### config.mk
export PLATFORM = sky130hd
export DESIGN_NAME = accel_ctrl_gen2
export DESIGN_NICKNAME = d
export VERILOG_FILES = /design/src/rtl/accel_ctrl_gen2.sv
export SDC_FILE = /design/constraint.sdc
export NUM_CORES = 1
export LEC_CHECK = 0
export ABC_CLOCK_PERIOD_IN_PS = 6200
export BUFFER_PORTS_ARGS = -buffer_cell sky130_fd_sc_hd__buf_2
export CAP_MARGIN = 20
export CORE_ASPECT_RATIO = 0.5
export CORE_MARGIN = 4
export CORE_UTILIZATION = 25
export DETAILED_ROUTE_END_ITERATION = 8
export SLEW_MARGIN = 25
export SYNTH_ARGS = -nofsm -noshare
export SYNTH_HDL_FRONTEND = slang
export SYNTH_SLANG_ARGS = --single-unit
### constraint.sdc
create_clock -name clk -period 6.2 [get_ports clk]
set_input_delay 0.31 -clock clk [delete_from_list [all_inputs] [get_ports clk]]
set_output_delay 0.31 -clock clk [all_outputs]
set_load 0.01 [all_outputs]
### src/rtl/accel_ctrl_gen2.sv
// Key-search accelerator controller: tracked buffer fill, level-by-level LC load, perf/key readback, stop latch.
// Latency: read data 2 cycles after command; LOAD starts the cycle after the buffer completes; one level per cycle.
// Backpressure: LC loads hold payload and level index while lc_ready is low; commands other than stop ignored while busy.
module accel_ctrl_gen2 #(
    parameter  int DATA_W          = 16,
    parameter  int BUF_DEPTH       = 16,
    parameter  int WORDS_PER_LEVEL = 4,
    parameter  int RD_AW           = 4,
    localparam int AW              = $clog2(BUF_DEPTH),
    localparam int LEVELS          = BUF_DEPTH / WORDS_PER_LEVEL,
    localparam int LVL_W           = (LEVELS > 1) ? $clog2(LEVELS) : 1
) (
    input  logic                              clk,
    input  logic                              rst,
    input  logic [1:0]                        control,
    input  logic                              wr_en,
    input  logic [AW-1:0]                     wr_addr,
    input  logic [DATA_W-1:0]                 wr_data,
    input  logic [RD_AW-1:0]                  rd_addr,
    output logic [RD_AW-1:0]                  pckeyaddr,
    input  logic [DATA_W-1:0]                 pckeydata,
    output logic [DATA_W-1:0]                 dataToProc,
    output logic                              rd_valid,
    output logic [WORDS_PER_LEVEL*DATA_W-1:0] dataToLC,
    output logic                              startLC,
    input  logic                              lc_ready,
    output logic [LVL_W-1:0]                  levels,
    output logic                              busy,
    output logic                              load_done,
    output logic                              stop
);

    localparam logic [1:0] CMD_START = 2'b01;
    localparam logic [1:0] CMD_READ  = 2'b10;
    localparam logic [1:0] CMD_STOP  = 2'b11;
    localparam logic [LVL_W-1:0] LAST_LVL = LVL_W'(LEVELS - 1);

    typedef enum logic [2:0] {
        ST_IDLE    = 3'd0,
        ST_FILL    = 3'd1,
        ST_LOAD    = 3'd2,
        ST_READ    = 3'd3,
        ST_STOPPED = 3'd4
    } state_t;

    state_t                 r_state;
    logic [DATA_W-1:0]      r_buf [BUF_DEPTH];
    logic [BUF_DEPTH-1:0]   r_bitmap;
    logic [LVL_W-1:0]       r_levels;
    logic                   r_load_done;
    logic                   r_stop;
    logic                   r_busy;
    logic                   r_startlc;
    logic [RD_AW-1:0]       r_pckeyaddr;
    logic [DATA_W-1:0]      r_data_to_proc;
    logic                   r_rd_valid;
    logic                   r_ret_stopped;   // READ returns to STOPPED when set, else IDLE

    logic                   w_wr_ok;
    logic [BUF_DEPTH-1:0]   w_wr_mask;
    logic [BUF_DEPTH-1:0]   w_bitmap_set;
    logic [WORDS_PER_LEVEL*DATA_W-1:0] w_data_to_lc;

    // Writes land only while the buffer is open (IDLE/FILL); mask carries this cycle's write into the bitmap.
    always_comb begin
        w_wr_ok      = wr_en && ((r_state == ST_IDLE) || (r_state == ST_FILL));
        w_wr_mask    = w_wr_ok ? (BUF_DEPTH'(1) << wr_addr) : '0;
        w_bitmap_set = r_bitmap | w_wr_mask;
    end

    // Current level payload, word 0 of the level in the most significant slot.
    always_comb begin
        w_data_to_lc = '0;
        for (int k = 0; k < WORDS_PER_LEVEL; k++) begin
            logic [AW-1:0] idx;
            idx = AW'(int'(r_levels) * WORDS_PER_LEVEL + k);
            w_data_to_lc[(WORDS_PER_LEVEL-1-k)*DATA_W +: DATA_W] = r_buf[idx];
        end
    end

    // Cipher buffer storage; deliberately not reset.
    always_ff @(posedge clk) begin
        if (!rst && w_wr_ok) begin
            r_buf[wr_addr] <= wr_data;
        end
    end

    // Controller FSM with registered outputs.
    always_ff @(posedge clk) begin
        if (rst) begin
            r_state        <= ST_IDLE;
            r_bitmap       <= '0;
            r_levels       <= '0;
            r_load_done    <= 1'b0;
            r_stop         <= 1'b0;
            r_busy         <= 1'b0;
            r_startlc      <= 1'b0;
            r_pckeyaddr    <= '0;
            r_data_to_proc <= '0;
            r_rd_valid     <= 1'b0;
            r_ret_stopped  <= 1'b0;
        end else begin
            r_rd_valid <= 1'b0;
            case (r_state)
                ST_IDLE: begin
                    r_bitmap <= w_bitmap_set;
                    if (control == CMD_STOP) begin
                        r_state <= ST_STOPPED;
                        r_stop  <= 1'b1;
                    end else if (control == CMD_START) begin
                        // Clear tracking, but keep a write issued alongside the start.
                        r_state     <= ST_FILL;
                        r_bitmap    <= w_wr_mask;
                        r_levels    <= '0;
                        r_load_done <= 1'b0;
                        r_busy      <= 1'b1;
                    end else if (control == CMD_READ) begin
                        r_state       <= ST_READ;
                        r_pckeyaddr   <= rd_addr;
                        r_ret_stopped <= 1'b0;
                    end
                end
                ST_FILL: begin
                    r_bitmap <= w_bitmap_set;
                    if (control == CMD_STOP) begin
                        r_state <= ST_STOPPED;
                        r_stop  <= 1'b1;
                        r_busy  <= 1'b0;
                    end else if (&w_bitmap_set) begin
                        r_state   <= ST_LOAD;
                        r_startlc <= 1'b1;
                    end
                end
                ST_LOAD: begin
                    if (control == CMD_STOP) begin
                        r_state   <= ST_STOPPED;
                        r_stop    <= 1'b1;
                        r_busy    <= 1'b0;
                        r_startlc <= 1'b0;
                    end else if (lc_ready) begin
                        if (r_levels == LAST_LVL) begin
                            r_state     <= ST_IDLE;
                            r_load_done <= 1'b1;
                            r_levels    <= '0;
                            r_startlc   <= 1'b0;
                            r_busy      <= 1'b0;
                        end else begin
                            r_levels <= r_levels + 1'b1;
                        end
                    end
                end
                ST_READ: begin
                    if (control == CMD_STOP) begin
                        // Aborted read: no data is returned.
                        r_state <= ST_STOPPED;
                        r_stop  <= 1'b1;
                    end else begin
                        r_data_to_proc <= pckeydata;
                        r_rd_valid     <= 1'b1;
                        r_state        <= r_ret_stopped ? ST_STOPPED : ST_IDLE;
                    end
                end
                ST_STOPPED: begin
                    if (control == CMD_START) begin
                        r_state     <= ST_FILL;
                        r_stop      <= 1'b0;
                        r_bitmap    <= '0;
                        r_levels    <= '0;
                        r_load_done <= 1'b0;
                        r_busy      <= 1'b1;
                    end else if (control == CMD_READ) begin
                        r_state       <= ST_READ;
                        r_pckeyaddr   <= rd_addr;
                        r_ret_stopped <= 1'b1;
                    end
                end
                default: begin
                    r_state <= ST_IDLE;
                end
            endcase
        end
    end

    assign pckeyaddr  = r_pckeyaddr;
    assign dataToProc = r_data_to_proc;
    assign rd_valid   = r_rd_valid;
    assign dataToLC   = w_data_to_lc;
    assign startLC    = r_startlc;
    assign levels     = r_levels;
    assign busy       = r_busy;
    assign load_done  = r_load_done;
    assign stop       = r_stop;

endmodule

==> results.yml, run 1 <==
yosys:
  async_reset_ff_share_pct: 0
  syn_area_um2: 11500
  ys_types: 46
  synth_top_family_by_area: "multiplexers"
  synth-simple-area-share_pct: 6.05
  syn_avg_cell_area_um2: 18.8
  ys_seq_area_share_pct: 75.5
  synth_xor_area_share_pct: 0
  ys.flop_type: "edfxtp_1"
  synth-edff-count: 256
  synth_warnings: 0
  syn_nets: 658
  ys_ff_latch: 305
  syn_inst: 611
  synthMuxAreaShare_pct: 13.0
  synth_compound_area_share_pct: 3.69
  synth_adder_area_share_pct: 0.109
power:
  p_per_area_nw_per_um2: 300
  leakage_nw: 4.55
  peakVddDrop_v: 0.000208
floorplanning:
  die_y_um: 160
  dieArea_um2: 49600
  initial_core_util_pct: 25.4
  coreArea_um2: 45300
  ios: 137
  row_count: 55
  die_w_um: 311
sta:
  fin_crit_sh_pct: 46.7
  worst-slew-pin-transition_ps: 895
  rsz0062_at_grt: "no"
  fin_hold_ws_ps: 42.3
  timing.slew.headroom_pct: 40.4
  max_freq_ghz: 0.345
  setup_tns_ps: 0
  fin_worst_skew_ps: 4.09
  drv_slew: 0
  finalHoldViolCount: 0
  finalSetupViolations: 0
  fin_crit_ps: 2900
cells_and_area:
  fillers: 4341
  drive_above_1_share_pct: 34.7
  seq_area_um2: 8670
  final_cell_mix: "edfxtp_1, buf_2, mux4_2"
  final_cell_area_um2: 14000
  final_common_cell: "edfxtp_1"
  areaGrowthSynthToFinish_pct: 22.2
  multi_input_area_um2: 2620
  antenna_cells: 0
  finalNetCount: 826
place:
  placed_cell_area_um2: 12900
  gp_congestion: 0.727
  port_buffers: 136
  hpwl_um: 16000
clock_tree:
  htree_levels: 1
  cts_resized: 0
  clkSinkCount: 305
  cts_root_buffer: "clkbuf_16"
  cts-buffers-inserted: 31
  clockBufferDepth: 3
  cts.clk_slew.worst_paths_ps: 60
  cts_tree: "yes"
  clock_latency_ps: 560
routing:
  antenna_left: 0
  post_drt_wl_per_cell_um: 18.4
  viasPerCell: 4.41
  drc: 0
  drtIter0Drc: 496
  totalWireLength_um: 25700
  num_vias: 6165
  dr.pass1.iters: 5
setup_path:
  cp-start-kind: "flop"
  required_ps: 6470
  critPathBufInv: 1
  max_stage_delay_ps: 830
  crit_path_end_kind: "flop"
  critPathTopFamily: "simple AND/OR/NAND/NOR gates"
  arrival_ps: 3160
  crit_slowest_cell: "nor4b_4"
  worstPathMaxFanout: 17
  cp_cell_sequence: "nor4b_4 -> or2b_1 -> nor2_1 -> buf_4"
  crit_type: "flop to flop"
global_route:
  grt-ovfl-total: 0
  met1_usage_pct: 11.4
  grt-busiest-layer: "met2"
  grt_pass1_vias: 6486
  grt.total_usage_pct: 10.1
  grt_pass1_wl_um: 39200
  antenna_found_initial: 0
  met2_usage_pct: 19.7
  grt_max_degree: 52
  grt_use_met3_pct: 1.42
hold_path:
  hold_path_class: "primary input to flop"
run:
  drv_cap: 0
status:
  status: "finished, final reports clean"
-- synth_stat cells (2+ instances only) --
cell | instances | area share (%)
edfxtp_1 | 256 | 67
mux4_2 | 64 | 13
dfxtp_1 | 49 | 8.5
nor2_1 | 45 | 1.5
nand2_1 | 39 | 1.3
a21oi_1 | 28 | 1.2
clkbuf_1 | 23 | 0.75
a22oi_1 | 16 | 1.0
buf_2 | 9 | 0.39
nand3_1 | 6 | 0.26
a32oi_1 | 5 | 0.38
mux2i_1 | 5 | 0.44
nand2b_1 | 5 | 0.27
nor3_1 | 5 | 0.22
and2_1 | 4 | 0.22
nor2b_1 | 4 | 0.22
nor3b_1 | 4 | 0.26
a211oi_1 | 3 | 0.20
buf_6 | 3 | 0.29
inv_1 | 3 | 0.098
nand3b_1 | 3 | 0.20
and3_1 | 2 | 0.11
and3b_1 | 2 | 0.15
buf_1 | 2 | 0.065
nor4_2 | 2 | 0.22
o21ai_0 | 2 | 0.087
or3_1 | 2 | 0.11
or3b_2 | 2 | 0.15
-- state kept, by name, indices dropped and copies added, names as in the netlist, named ones only --
register,cells
startLC,1
dataToProc,16
busy,1
r_buf,256
r_ret_stopped,1
levels,2
stop,1
load_done,1
rd_valid,1
r_bitmap,16
pckeyaddr,4
r_state,3
-- kinds of logic (layout without fill, tap and decap cells) --
logic type,count (synthesis),in the layout
fa+ha+maj,1,1
mux,69,69
flops,305,305
buf+inv,41,231
simple gates,133,133
compound gates,62,62
-- worst paths after layout --
check,slack [ps],start,to,depth (start not counted)
worst max-delay path,3300,r_state[1],r_buf[6][13],4
worst min-delay path,40,pckeydata[7],dataToProc[7],3
worst max register to register,3300,r_state[1],r_buf[6][13],4
worst min register to register,450,dataToProc[9],dataToProc[9],2
-- per-stage QoR --
step	power, W	worst slack (ps)	util, %	instances
after floorplan	0.00242	3780	-	611
after global placement	0.00250	3440	28.4	1324
after detailed placement	0.00250	3280	28.5	1325
after CTS	0.00425	3290	31.0	1399
after global routing	0.00437	3070	31.0	1399
final	0.00421	3300	31.0	1399
-- area by class of cell --
| type | count | share of cell area [%] |
|---|---|---|
| Sequential cell | 305 | 61.8 |
| Multi-Input combinational cell | 265 | 18.7 |
| Timing Repair Buffer | 173 | 7.26 |
| Clock buffer | 37 | 5.69 |
| Tap cell | 598 | 5.33 |
| Clock inverter | 18 | 1.10 |
| Inverter | 3 | 0.0803 |
-- report_power, final --
part	internal, W	leakage, nW	switching (W)
Sequential	0.00224	2.70	0.0000241
Combinational	0.0000819	1.38	0.000118
Clock	0.00100	0.470	0.000746
-- worst min-delay path, cell delays in order --
cell	delay (ps)
buf_2	100
nand2_1	60
a21oi_1	70
-- metal layers --
layer | part of all wire [%] | wire length [um]
met5 | 0 | 0
met3 | 3.1 | 790
met1 | 38 | 9730
met2 | 56 | 14400
met4 | 3.1 | 797
-- timing repair --
| item | 4_1_cts | 5_1_grt |
|---|---|---|
| endpoints found under the hold margin | 19 | 0 |
| setup buffers | 0 | 0 |
| setup endpoints to repair | 0 | 0 |
| hold buffers | 19 | 0 |
Power figures use the tool's default switching activity.
==> run 2: changes to the inputs <==
- ABC_CLOCK_PERIOD_IN_PS: 6200 -> 2660
- clock period: 6.2 -> 2.66 ns (I/O delays scaled with it)
==> run 2 against run 1 <==
Effect of this change:
- sequential power rose by 130%
- core utilization rose by 0.76 points
- die area did not move
- largest power group unchanged
- first-iteration DRC count fell by 9.5%
- clock skew rose by 7.1 ps
- global-route usage fell by 0.13 points
==> results.yml, run 2 (synthesis gave the netlist of run 1 again) <==
global_route:
  antenna_found_initial: 3
  grt-ovfl-total: 0
  grt_pass1_wl_um: 38700
  grt.total_usage_pct: 9.98
  grt_max_degree: 51
  grt_pass1_vias: 6543
routing:
  drc: 0
  post_drt_wl_per_cell_um: 17.8
  drtIter0Drc: 449
  dr.pass1.iters: 5
  antenna_left: 0
  viasPerCell: 4.29
  totalWireLength_um: 25400
  num_vias: 6100
power:
  p_clk_share_pct: 44.1
  p_per_area_nw_per_um2: 718
  comb_power_share_pct: 4.8
  seq_power_share_pct: 51.1
  p_int_w: 0.00822
  leakage_nw: 4.70
  swShare_pct: 20.4
  peakVddDrop_v: 0.000462
  p_sw_w: 0.00210
floorplanning:
  dieArea_um2: 49600
  coreArea_um2: 45300
  initial_core_util_pct: 25.4
  die_y_um: 160
  row_count: 55
  ios: 137
  die_w_um: 311
cells_and_area:
  final_cell_mix: "edfxtp_1, buf_2, mux4_2"
  fillers: 4348
  largest_register_ffs: 256
  drive_above_1_share_pct: 35.2
  largest-register: "r_buf"
  finalNetCount: 843
  final_common_cell: "edfxtp_1"
  areaGrowthSynthToFinish_pct: 25.2
sta:
  timing.slew.headroom_pct: 47.0
  fin_crit_sh_pct: 87.9
  worst-slew-pin-transition_ps: 795
  fin_ws_ps: 321
  drv_slew: 0
  finalSetupViolations: 0
  fin_crit_ps: 2340
  rsz0062_at_grt: "no"
  finalHoldViolCount: 0
  setup_tns_ps: 0
  max_freq_ghz: 0.428
  fin_worst_skew_ps: 11.2
clock_tree:
  cts_root_buffer: "clkbuf_16"
  cts_tree: "yes"
  clkSinkCount: 305
  cts_setup_buffers: 0
  cts.clk_slew.worst_paths_ps: 60
  clockBufferDepth: 3
  cts-buffers-inserted: 31
  clock_latency_ps: 560
  htree_levels: 1
  cts_resized: 0
place:
  gp_congestion: 0.722
  port_buffers: 136
  pre_cts_ws_ps: 552
  hpwl_um: 15900
status:
  status: "finished, final reports clean"
setup_path:
  crit_path_end_kind: "primary output"
  cp-start-kind: "flop"
  required_ps: 2530
  worstPathMaxFanout: 14
  crit_slowest_cell: "mux4_2"
  arrival_ps: 2210
  max_stage_delay_ps: 580
  ff2ff_setup_slack_ps: 540
  crit_type: "flop to primary output"
  cp_cell_sequence: "buf_4 -> mux4_2 -> buf_2"
run:
  drv_cap: 0
hold_path:
  hold_path_class: "primary input to flop"
==> run 2: critical path, delay by kind of cell, from the launching register on <==
| kind | cells | cell delay, ps |
|---|---|---|
| multiplexers | 1 | 580 |
| flip-flops | 1 | 560 |
| buffers and inverters | 2 | 480 |
==> run 2: repair_timing <==
item,4_1_cts,5_1_grt
hold buffers,31,0
setup endpoints to repair,0,0
hold endpoints to repair,168,0
==> run 2: cell type report <==
class / instances / area, um^2 / area share (%)
clock buffer: 34 / 807 / 5.62
multi-input combinational: 265 / 2620 / 18.2
tap: 598 / 748 / 5.21
clock inverter: 24 / 292 / 2.03
sequential: 305 / 8670 / 60.3
inverter: 3 / 11.3 / 0.0783
timing repair buffer: 190 / 1210 / 8.44
antenna: 2 / 5.00 / 0.0348
==> run 2: per-layer routing <==
metal / vias to the layer above / wire (um) / track usage (%)
met5: - / 0 / 0
met4: 0 / 623 / 3.12
met3: 37 / 872 / 1.38
met2: 111 / 14700 / 20.1
met1: 3152 / 9120 / 10.7
li1: 2800 / - / -
==> run 2: power groups by stage <==
stage / registers [W] / clock network, W / logic (W)
floorplan: 0.00535 / 0 / 0.000278
global placement: 0.00537 / 0 / 0.000459
detailed placement: 0.00537 / 0 / 0.000470
CTS: 0.00527 / 0.00464 / 0.000507
global route: 0.00528 / 0.00487 / 0.000542
finish: 0.00527 / 0.00455 / 0.000499
==> run 2: metrics by stage <==
| step | hold WS (ps) | power (W) | instance area, um^2 | cells | utilization, % |
|---|---|---|---|---|---|
| floorplan | 232 | 0.00563 | 11500 | 611 | - |
| global placement | 370 | 0.00583 | 13000 | 1330 | 28.6 |
| detailed placement | 383 | 0.00584 | 13000 | 1330 | 28.6 |
| CTS | 0.188 | 0.0104 | 14400 | 1419 | 31.7 |
| global route | 9.45 | 0.0107 | 14400 | 1421 | 31.7 |
| finish | 14.8 | 0.0103 | 14400 | 1421 | 31.7 |
==> run 2: worst paths after layout <==
check	startpoint	to	cells after the start
max	levels[0]	dataToLC[29]	3
max reg2reg	r_state[1]	r_buf[12][15]	4
min	lc_ready	r_state[2]	3
min reg2reg	dataToProc[6]	dataToProc[6]	2
